==> config.mk <==
export PLATFORM = sky130hd
export DESIGN_NAME = accel_test_sequencer
export DESIGN_NICKNAME = d
export VERILOG_FILES = /design/src/rtl/accel_seq_pkg.sv /design/src/rtl/accel_test_sequencer_hold_timer.sv /design/src/rtl/accel_test_sequencer.sv
export SDC_FILE = /design/constraint.sdc
export NUM_CORES = 1
export LEC_CHECK = 0
export BUFFER_PORTS_ARGS = -buffer_cell sky130_fd_sc_hd__buf_2
export CORE_MARGIN = 2
export CORE_UTILIZATION = 59
export DETAILED_ROUTE_END_ITERATION = 8
export PLACE_DENSITY = 0.95
export SLEW_MARGIN = 30
export SYNTH_ARGS = -nofsm -noshare
export SYNTH_HDL_FRONTEND = slang
export SYNTH_SLANG_ARGS = --single-unit
==> constraint.sdc <==
create_clock -name wb_clk_i -period 6 [get_ports wb_clk_i]
set_clock_uncertainty 0.05 [all_clocks]
set_input_delay 0.6 -clock wb_clk_i [delete_from_list [all_inputs] [get_ports wb_clk_i]]
set_output_delay 0.6 -clock wb_clk_i [all_outputs]
set_load 0.02 [all_outputs]
==> src/rtl/accel_seq_pkg.sv <==
`default_nettype none
// ============================================================================
// Module   : accel_seq_pkg
// Purpose  : Shared types and constants for the accelerator test sequencer.
//            FSM state enum, checkpoint code nibbles/bytes, accelerator
//            indices and the job-selection helper functions.
// Revision : 1.0 - initial release
// ============================================================================
package accel_seq_pkg;

  typedef enum logic [2:0] {
    ST_IDLE     = 3'd0,
    ST_SELECT   = 3'd1,
    ST_ANNOUNCE = 3'd2,
    ST_LAUNCH   = 3'd3,
    ST_WAIT     = 3'd4,
    ST_REPORT   = 3'd5,
    ST_FINISH   = 3'd6
  } seq_state_e;

  // Low nibble of per-job checkpoint codes
  localparam logic [3:0] CODE_START = 4'h0;
  localparam logic [3:0] CODE_END   = 4'h1;
  localparam logic [3:0] CODE_TMO   = 4'hE;

  // Low byte of sequence-level checkpoint codes
  localparam logic [7:0] CODE_DONE  = 8'hFF;
  localparam logic [7:0] CODE_ABORT = 8'hEE;

  // Accelerator indices
  localparam int         NUM_ENG    = 3;
  localparam logic [1:0] ENG_FIR    = 2'd0;
  localparam logic [1:0] ENG_MATMUL = 2'd1;
  localparam logic [1:0] ENG_QSORT  = 2'd2;

  typedef struct packed {
    logic       found;
    logic [1:0] idx;
  } job_sel_t;

  // Lowest selected engine whose index is >= from. from=3 never matches.
  function automatic job_sel_t find_next_job(input logic [2:0] mask,
                                             input logic [1:0] from);
    job_sel_t sel;
    sel = '0;
    if (mask[ENG_FIR] && (from <= ENG_FIR)) begin
      sel.found = 1'b1;
      sel.idx   = ENG_FIR;
    end else if (mask[ENG_MATMUL] && (from <= ENG_MATMUL)) begin
      sel.found = 1'b1;
      sel.idx   = ENG_MATMUL;
    end else if (mask[ENG_QSORT] && (from <= ENG_QSORT)) begin
      sel.found = 1'b1;
      sel.idx   = ENG_QSORT;
    end
    return sel;
  endfunction

  // One-hot engine vector; index 3 shifts out to all-zero.
  function automatic logic [2:0] eng_onehot(input logic [1:0] idx);
    return 3'(3'b001 << idx);
  endfunction

endpackage : accel_seq_pkg
`default_nettype wire

==> src/rtl/accel_test_sequencer_hold_timer.sv <==
`default_nettype none
// ============================================================================
// Module   : seq_hold_timer
// Purpose  : Loadable down-counter with zero flag. Load has priority over
//            decrement; the count saturates at zero instead of wrapping.
// Ports    : clk, rst (async, active-high)
//            load_i/load_val_i : load a new count
//            dec_i             : decrement by one when non-zero
//            zero_o            : count is zero
// Revision : 1.0 - initial release
// ============================================================================
module seq_hold_timer #(
  parameter int WIDTH = 5
) (
  input  logic             clk,
  input  logic             rst,
  input  logic             load_i,
  input  logic [WIDTH-1:0] load_val_i,
  input  logic             dec_i,
  output logic             zero_o
);

  logic [WIDTH-1:0] count_q;
  logic [WIDTH-1:0] count_d;

  always_comb begin
    count_d = count_q;
    if (load_i) begin
      count_d = load_val_i;
    end else if (dec_i && (count_q != '0)) begin
      count_d = count_q - WIDTH'(1);
    end
  end

  always_ff @(posedge clk or posedge rst) begin
    if (rst) begin
      count_q <= '0;
    end else begin
      count_q <= count_d;
    end
  end

  assign zero_o = (count_q == '0);

endmodule : seq_hold_timer
`default_nettype wire

==> src/rtl/accel_test_sequencer.sv <==
`default_nettype none
// ============================================================================
// Module   : accel_test_sequencer
// Purpose  : Runs the masked accelerators (0=FIR, 1=matmul, 2=qsort) one at a
//            time in ascending order for a number of passes, publishing
//            checkpoint codes {CODE_PREFIX, idx, nibble} on checkbits_o.
// Ports    : wb_clk_i, wb_rst_i (async, active-high)
//            start_i, abort_i, job_mask_i, passes_i   - control from firmware
//            eng_start_o / eng_done_i                 - accelerator handshake
//            checkbits_o, busy_o, done_o, pass_cnt_o, timeout_o - status
// Config   : SEQ_WATCHDOG_EN - enables the per-job WAIT watchdog and the
//            sticky timeout_o flag; when undefined WAIT waits forever.
// Revision : 1.0 - initial release
// ============================================================================
module accel_test_sequencer
  import accel_seq_pkg::*;
#(
  parameter logic [7:0] CODE_PREFIX    = 8'hAB,
  parameter int         HOLD_CYCLES    = 16,
  parameter int         TIMEOUT_CYCLES = 200000,
  parameter int         PASS_W         = 4
) (
  input  logic               wb_clk_i,
  input  logic               wb_rst_i,
  input  logic               start_i,
  input  logic               abort_i,
  input  logic [NUM_ENG-1:0] job_mask_i,
  input  logic [PASS_W-1:0]  passes_i,
  output logic [NUM_ENG-1:0] eng_start_o,
  input  logic [NUM_ENG-1:0] eng_done_i,
  output logic [15:0]        checkbits_o,
  output logic               busy_o,
  output logic               done_o,
  output logic [PASS_W-1:0]  pass_cnt_o,
  output logic               timeout_o
);

  localparam int              HOLD_W    = $clog2(HOLD_CYCLES + 1);
  // The state's first cycle is spent with the loaded value, so load N-1.
  localparam logic [HOLD_W-1:0] HOLD_LOAD = HOLD_W'(HOLD_CYCLES - 1);

  if (HOLD_CYCLES < 1) begin : g_bad_hold
    $error("HOLD_CYCLES must be at least 1");
  end
  if (TIMEOUT_CYCLES < 1) begin : g_bad_timeout
    $error("TIMEOUT_CYCLES must be at least 1");
  end

  seq_state_e               state_q,     state_d;
  logic [NUM_ENG-1:0]       mask_q,      mask_d;
  logic [PASS_W-1:0]        passes_q,    passes_d;
  logic [PASS_W-1:0]        pass_cnt_q,  pass_cnt_d;
  logic [1:0]               job_idx_q,   job_idx_d;
  logic [NUM_ENG-1:0]       eng_start_q, eng_start_d;
  logic [15:0]              checkbits_q, checkbits_d;
  logic                     busy_q,      busy_d;
  logic                     done_q,      done_d;

  logic                     hold_load;
  logic                     hold_dec;
  logic                     hold_zero;
  job_sel_t                 sel;
  logic                     last_pass;

  assign sel       = find_next_job(mask_q, job_idx_q);
  assign last_pass = (pass_cnt_q == (passes_q - PASS_W'(1)));

  seq_hold_timer #(
    .WIDTH (HOLD_W)
  ) u_hold_timer (
    .clk        (wb_clk_i),
    .rst        (wb_rst_i),
    .load_i     (hold_load),
    .load_val_i (HOLD_LOAD),
    .dec_i      (hold_dec),
    .zero_o     (hold_zero)
  );

`ifdef SEQ_WATCHDOG_EN
  localparam int            WD_W    = $clog2(TIMEOUT_CYCLES + 1);
  // Loaded in LAUNCH; reaches zero during the TIMEOUT_CYCLES-th WAIT cycle.
  localparam logic [WD_W-1:0] WD_LOAD = WD_W'(TIMEOUT_CYCLES - 1);

  logic timeout_q, timeout_d;
  logic wd_load;
  logic wd_dec;
  logic wd_zero;

  seq_hold_timer #(
    .WIDTH (WD_W)
  ) u_watchdog (
    .clk        (wb_clk_i),
    .rst        (wb_rst_i),
    .load_i     (wd_load),
    .load_val_i (WD_LOAD),
    .dec_i      (wd_dec),
    .zero_o     (wd_zero)
  );

  assign timeout_o = timeout_q;
`else
  assign timeout_o = 1'b0;
`endif

  always_comb begin
    state_d     = state_q;
    mask_d      = mask_q;
    passes_d    = passes_q;
    pass_cnt_d  = pass_cnt_q;
    job_idx_d   = job_idx_q;
    eng_start_d = '0;
    checkbits_d = checkbits_q;
    done_d      = 1'b0;
    hold_load   = 1'b0;
    hold_dec    = 1'b0;
`ifdef SEQ_WATCHDOG_EN
    timeout_d   = timeout_q;
    wd_load     = 1'b0;
    wd_dec      = 1'b0;
`endif

    if (abort_i) begin
      // Abort beats every transition, including a start seen in IDLE.
      state_d     = ST_IDLE;
      checkbits_d = {CODE_PREFIX, CODE_ABORT};
    end else begin
      case (state_q)
        ST_IDLE: begin
          if (start_i) begin
            mask_d     = job_mask_i;
            passes_d   = (passes_i == '0) ? PASS_W'(1) : passes_i;
            pass_cnt_d = '0;
            job_idx_d  = '0;
`ifdef SEQ_WATCHDOG_EN
            timeout_d  = 1'b0;
`endif
            state_d    = ST_SELECT;
          end
        end

        ST_SELECT: begin
          if (sel.found) begin
            job_idx_d   = sel.idx;
            checkbits_d = {CODE_PREFIX, 2'b00, sel.idx, CODE_START};
            hold_load   = 1'b1;
            state_d     = ST_ANNOUNCE;
          end else if ((mask_q != '0) && !last_pass) begin
            // Next pass: rescan from engine 0 in the following cycle.
            pass_cnt_d = pass_cnt_q + PASS_W'(1);
            job_idx_d  = '0;
          end else begin
            checkbits_d = {CODE_PREFIX, CODE_DONE};
            done_d      = 1'b1;
            state_d     = ST_FINISH;
          end
        end

        ST_ANNOUNCE: begin
          if (hold_zero) begin
            eng_start_d = eng_onehot(job_idx_q);
            state_d     = ST_LAUNCH;
          end else begin
            hold_dec = 1'b1;
          end
        end

        ST_LAUNCH: begin
`ifdef SEQ_WATCHDOG_EN
          wd_load = 1'b1;
`endif
          state_d = ST_WAIT;
        end

        ST_WAIT: begin
          // Only the active engine's done counts; done wins over expiry.
          if (|(eng_done_i & eng_onehot(job_idx_q))) begin
            checkbits_d = {CODE_PREFIX, 2'b00, job_idx_q, CODE_END};
            hold_load   = 1'b1;
            state_d     = ST_REPORT;
          end
`ifdef SEQ_WATCHDOG_EN
          else if (wd_zero) begin
            checkbits_d = {CODE_PREFIX, 2'b00, job_idx_q, CODE_TMO};
            timeout_d   = 1'b1;
            hold_load   = 1'b1;
            state_d     = ST_REPORT;
          end else begin
            wd_dec = 1'b1;
          end
`endif
        end

        ST_REPORT: begin
          if (hold_zero) begin
            job_idx_d = job_idx_q + 2'd1;
            state_d   = ST_SELECT;
          end else begin
            hold_dec = 1'b1;
          end
        end

        ST_FINISH: begin
          state_d = ST_IDLE;
        end

        default: begin
          state_d = ST_IDLE;
        end
      endcase
    end

    busy_d = (state_d != ST_IDLE);
  end

  always_ff @(posedge wb_clk_i or posedge wb_rst_i) begin
    if (wb_rst_i) begin
      state_q     <= ST_IDLE;
      mask_q      <= '0;
      passes_q    <= '0;
      pass_cnt_q  <= '0;
      job_idx_q   <= '0;
      eng_start_q <= '0;
      checkbits_q <= 16'h0000;
      busy_q      <= 1'b0;
      done_q      <= 1'b0;
`ifdef SEQ_WATCHDOG_EN
      timeout_q   <= 1'b0;
`endif
    end else begin
      state_q     <= state_d;
      mask_q      <= mask_d;
      passes_q    <= passes_d;
      pass_cnt_q  <= pass_cnt_d;
      job_idx_q   <= job_idx_d;
      eng_start_q <= eng_start_d;
      checkbits_q <= checkbits_d;
      busy_q      <= busy_d;
      done_q      <= done_d;
`ifdef SEQ_WATCHDOG_EN
      timeout_q   <= timeout_d;
`endif
    end
  end

  assign eng_start_o = eng_start_q;
  assign checkbits_o = checkbits_q;
  assign busy_o      = busy_q;
  assign done_o      = done_q;
  assign pass_cnt_o  = pass_cnt_q;

endmodule : accel_test_sequencer
`default_nettype wire

# --- Yosys cells after proc, flatten, opt, wreduce, memory -nomap -nowiden ---
# Index checks and enable logic that the tools add are counted.
classes:
  add_sub_neg: 4
  n_lt_le_gt_ge: 3
  eq_ne: 13
  shift: 1
  mux: 42
  n_bitwise: 2
  n_reduce_logical: 22
ops:
  columns: ["cell", "count"]
  rows:
  - ["16-bit two-way mux", 4]
  - ["3-bit two-way mux", 13]
  - ["16-bit one-hot mux with 2 select lines", 1]
  - ["3-bit one-hot mux with 6 select lines", 1]
  - ["4-bit two-way mux", 4]
  - ["3-bit nonzero test", 4]
  - ["1-bit two-way mux", 10]
  - ["5-bit two-way mux", 2]
  - ["5-bit AND reduction", 2]
  - ["2-bit two-way mux", 4]
  - ["2-bit != test (second input constant)", 4]
  - ["4-bit one-hot mux with 2 select lines", 1]
  - ["3-bit by 2-bit equality test with 1-bit output (second input constant)", 2]
  - ["3-bit equality test (second input constant)", 2]
  - ["3-bit != test (second input constant)", 2]
  - ["2-bit one-hot mux with 3 select lines", 1]
  - ["3-bit AND reduction", 2]
  - ["1-bit logical AND", 5]
  - ["5-bit logical NOT", 1]
  - ["5-bit nonzero test", 1]
  - ["5-bit by 1-bit subtractor with 5-bit output (second input constant)", 1]
  - ["4-bit by 1-bit adder with 4-bit output (second input constant)", 1]
  - ["4-bit equality test", 1]
  - ["2-bit by 1-bit less-or-equal comparator with 1-bit output (second input constant)", 2]
  - ["other kinds (15)", 16]
word_totals:
  reg_bits: 42
  inputBits: 14
  word_cells: 97

# --- Depth between registers and ports, before layout ---
depth:
  word_depth: 9
  depth_mapped: 8
  mapped_depth_nobuf: 7

# --- Modules after synthesis ---
# A second synthesis with hierarchy kept.
unflattened:
  cells_unflattened: 205
  hier_area_um2: 1970.6
modules_own_cells:
  columns: ["mod", "instances", "cells_each", "area_each_um2"]
  rows:
  - ["accel_test_sequencer", 1, 172, 1667.8]
  - ["seq_hold_timer", 1, 33, 302.8]

# --- Worst setup path after synthesis ---
# OpenSTA, ideal clock, no wires.
synth_timing:
  path_type: "register to register"
  start: "register job_idx_q[0]"
  end: "register checkbits_q[4], in the netlist checkbits_o[4]"
  setup_ps: 79
  arrival_time_ps: 1917
  slack_ps: 3953
  stages_incl_launch_ff: 8
  path_buffers: 0
  path_cell_list: "dfrtp_1 inv_1 ha_1 a222oi_1 nor2_1 or3_1 o22ai_2 mux2i_1"
synth_between:
  elab_chain_cells: 8
synth_rtl:
  columns: ["element", "line", "text"]
  rows:
  - ["start, declared", "accel_test_sequencer.sv:53", "logic [1:0] job_idx_q, job_idx_d;"]
  - ["start signal, assigned", "accel_test_sequencer.sv:234", "job_idx_q <= job_idx_d;"]
  - ["2-bit less-or-equal comparator", "accel_seq_pkg.sv:52", "end else if (mask[ENG_QSORT] && (from <= ENG_QSORT)) begin"]
  - ["1-bit logical AND", "accel_seq_pkg.sv:52", null]
  - ["3-bit two-way mux", "accel_seq_pkg.sv:52", null]
  - ["3-bit two-way mux", "accel_seq_pkg.sv:49", "end else if (mask[ENG_MATMUL] && (from <= ENG_MATMUL)) begin"]
  - ["3-bit two-way mux", "accel_seq_pkg.sv:46", "if (mask[ENG_FIR] && (from <= ENG_FIR)) begin"]
  - ["16-bit two-way mux", "accel_test_sequencer.sv:142", "if (sel.found) begin"]
  - ["16-bit one-hot mux with 2 select lines", "accel_test_sequencer.sv:127", "case (state_q)"]
  - ["16-bit two-way mux", "accel_test_sequencer.sv:122", "if (abort_i) begin"]
  - ["end signal, assigned", "accel_test_sequencer.sv:236", "checkbits_q <= checkbits_d;"]
  - ["end, declared", "accel_test_sequencer.sv:55", "logic [15:0] checkbits_q, checkbits_d;"]
# Several ways; a longest one is shown, not always the timed one. The select of a mux whose other input is x is not followed.
# A chain may end at the register's enable or synchronous reset.

# --- Worst setup path in the final report ---
layout_timing:
  start: "register job_idx_q[1]"
  end: "register checkbits_q[5], in the netlist checkbits_o[5]"
# The elaborated chain is that of the path after synthesis.

==> results.md <==
* Setup Total Neg Slack at 0 ns
* Row cnt at 20
* DR iter-0 viols at 62
* Core area at 3080 um^2
* Internal power at 0.500 mW
* Final Hold Fails at 0
* Status: complete, no violations
* M1 WL at 1580 um
* Worst setup SP type: flip-flop
* Die width at 61.1 um
* Synth Flop Type: dfrtp_1
* Slew @ Worst Pin at 0.864 ns
* Top cells by area, synth: dfrtp_1 40%, buf_4 4.7%, ha_1 4.6%
* H-tree depth at 2
* Crit-path leading delay family: simple AND/OR/NAND/NOR gates
* RSZ-0062 raised after global routing: no
* Simple-gate share of the synthesized area at 20.8%
* Clock Latency Late Sink at 0.33 ns
* Root buffer cell: clkbuf_4
* Leak pwr at 0.945 nW
* Period minus WS final at 2.33 ns
* Complex-gate fraction of the synthesized area at 13.3%
* Peak VDD IR at 0.247 mV
* DRC viols at 0
* Clock Tree Buf Depth at 2
* Main combinational cell family by area after synthesis: simple AND/OR/NAND/NOR gates
* Hold Buf Count CTS at 0
* Cts repair resizes at 0
* Routed Antenna Nets at 0
* Met3 Wirelength at 201 um
* Via count at 1468
* Synth Area per Inst at 9.91 um^2
* Top Layer Used: met4
* First-pass GRT wire length at 6470 um
* Share of the yosys chip area belonging to registers at 40.3%
* TritonCTS clock tree: done
* Vias in the first global route at 1410
* Die height at 61.1 um
* Number of setup buffers added after CTS at 0
* Crit path cell chain: inv_1, ha_1, nor2b_1, o211ai_1, or3_1, o22ai_2, mux2i_1
* EDFF count, synth at 0
* Total CTS buffers at 5
* CTS clock-pin slew for the worst setup and hold paths at 0.09 ns
* Logic pwr share at 46.7%
* Power Density at 423 nW/um^2
* CP endpoint kind: flip-flop
* Clk pwr share at 13.7%
* Flop pwr share at 39.6%
* Post-Syn Area at 1920 um^2
* Buffers & Inverters on Critical Path at 1
* I/O pin count at 40
* Synth Area in XOR/XNOR at 4.10%
* Gr ovfl total at 0
* Die area at 3730 um^2
* Layout cells sized above 1 at 24.0%
* Final core occ at 68.6%
* CTS sink count at 31
* Synth cell types at 55
* Max-cap violation count at 0
* Final WL at 3680 um
* Synth top area share at 40.3%
* GRT Overall Usage at 23.9%
* Mux cell area share after synthesis at 7.94%
* Final Setup Violations at 0
* Min-Delay Path Class: in -> async
* Maximum number of pins on one net before global-route repair at 32
* Max-slew violation count at 0
* Final period util at 38.8%
* Sw Pwr at 0.392 mW
* Worst setup path class: reg -> reg
* Fmax at 429 MHz
* Avg Vias per Cell at 5.54
* Worst path required time at 6.21 ns
* Final GP Congestion at 0.850
* Synthesized netlist cell count at 194
* WL per Instance at 13.9 um
* Initial antenna violation count at 0
* Slowest CP cell: or3_1
* Yosys reg bits at 31
* Synth Warn # at 0
* Buffers on Ports at 35
* CP max stage delay at 0.47 ns
* Headroom to the max-slew limit at 41.9%
* Crit Path Max Fanout at 8
* WL met2 at 1860 um
* Nets at 242
* Synth area leader: dfrtp_1
* Initial Util at 62.5%
* Asr flop ratio synth at 100%
* Antenna cell count at 0
* Sw Share at 43.9%
* Fraction of the mapped netlist area in adder cells at 4.55%
* Area growth syn-to-layout at 9.76%
* First-pass DRT Iterations at 4
* Detailed placement HPWL at 2740 um
* Crit path DAT at 2.54 ns
## synth_stat cells (2+ instances only)
cell and number:
buf_4 12, and2_1 3, ha_1 7, a21oi_1 4, nand2_1 15, mux2i_1 7
nor2b_1 3, nor2_1 10, nand4_1 2, o21ai_0 3, o211ai_1 3, clkbuf_1 6
or3_1 2, mux2_1 6, a211oi_1 2, nand2b_1 10, inv_1 14, dfrtp_1 31
or3b_1 2, a21o_1 2, o21a_1 2, nor3_1 8, xor2_1 2, xnor2_1 7
## registers in the layout, indices dropped and copies added (netlist names), 2 cells and up
register	cells
mask_q	3
checkbits_o	5
pass_cnt_o	4
eng_start_o	3
u_hold_timer.count_q	5
state_q	3
job_idx_q	2
passes_q	4
## path summary, 6_finish.rpt
kind | from | endpoint | slack, ns | depth (start not counted)
worst max register to register | job_idx_q[1]$_DFFE_PP0P_ | checkbits_o[5]$_DFFE_PP0P_ | 3.67 | 7
worst max-delay path | job_idx_q[1]$_DFFE_PP0P_ | checkbits_o[5]$_DFFE_PP0P_ | 3.67 | 7
max in group asynchronous | wb_rst_i | eng_start_o[1]$_DFF_PP0_ | 5.34 | 3
min in group wb_clk_i | job_mask_i[2] | mask_q[2]$_DFFE_PP0P_ | 0.42 | 2
worst min-delay path | wb_rst_i | u_hold_timer.count_q[0]$_DFFE_PP0P_ | 0.28 | 3
worst min register to register | passes_q[3]$_DFFE_PP0P_ | passes_q[3]$_DFFE_PP0P_ | 0.47 | 1
## routing by layer
metal  vias up  GRT usage [%]
met5         -              0
met4         0           11.2
met3         6           5.88
met1       692           30.6
li1        718              -
met2        52           38.3
## power by group through the flow
| stage | Clock [mW] | Combinational, mW | Sequential, mW |
|---|---|---|---|
| after global routing | 0.134 | 0.467 | 0.366 |
| after detailed placement | 0 | 0.417 | 0.357 |
| after global placement | 0 | 0.401 | 0.352 |
| after floorplan | 0 | 0.340 | 0.348 |
| after CTS | 0.127 | 0.420 | 0.353 |
| final | 0.122 | 0.417 | 0.353 |
## placed cells by master, fill, tap and decap left out, types with 3 or more instances in the layout
| cell | instances |
|---|---|
| conb_1 | 4 |
| nand2b_1 | 10 |
| xnor2_1 | 7 |
| dfrtp_1 | 31 |
| nor2b_1 | 3 |
| nor3_1 | 8 |
| nand2_1 | 15 |
| a21oi_1 | 4 |
| nor2_1 | 10 |
| buf_2 | 35 |
| clkbuf_4 | 5 |
| inv_1 | 14 |
| and2_1 | 3 |
| o21ai_0 | 3 |
| mux2_1 | 6 |
| mux2i_1 | 7 |
| o211ai_1 | 3 |
| ha_1 | 7 |
## tightest hold or removal path, stage by stage
cell and delay [ns]:
buf_2 0.09, inv_1 0.04, buf_4 0.35
## layout make-up
type,count,area [um^2]
multi-input cells,133,988
fillers,261,967
flip-flops and latches,31,776
repair buffers,36,183
well taps,44,55.1
inverters,14,52.6
clock buffers,6,51.3
clock inverters,1,5.00
## kinds of logic (layout without fill, tap and decap cells)
group	Yosys count	in the layout
XOR/XNOR	9	9
buffers and inverters	33	57
adder cells (fa/ha/maj)	7	7
flip-flops	31	31
AO/OA/AOI/OAI	32	32
AND/OR/NAND/NOR	67	67
other	1	4
multiplexers	14	14
## through the flow
stage | cells | instance area (um^2) | hold slack (ns) | power [mW] | worst slack (ns)
2_1_floorplan | 197 | 1930 | 0.436 | 0.688 | 3.95
3_3_place_gp | 258 | 2050 | 0.446 | 0.753 | 3.75
3_5_place_dp | 258 | 2050 | 0.457 | 0.774 | 3.67
4_1_cts | 265 | 2110 | 0.278 | 0.899 | 3.66
5_1_grt | 265 | 2110 | 0.294 | 0.967 | 3.45
6_report | 265 | 2110 | 0.276 | 0.892 | 3.67
Note: power is estimated with default switching activity, not from simulation.
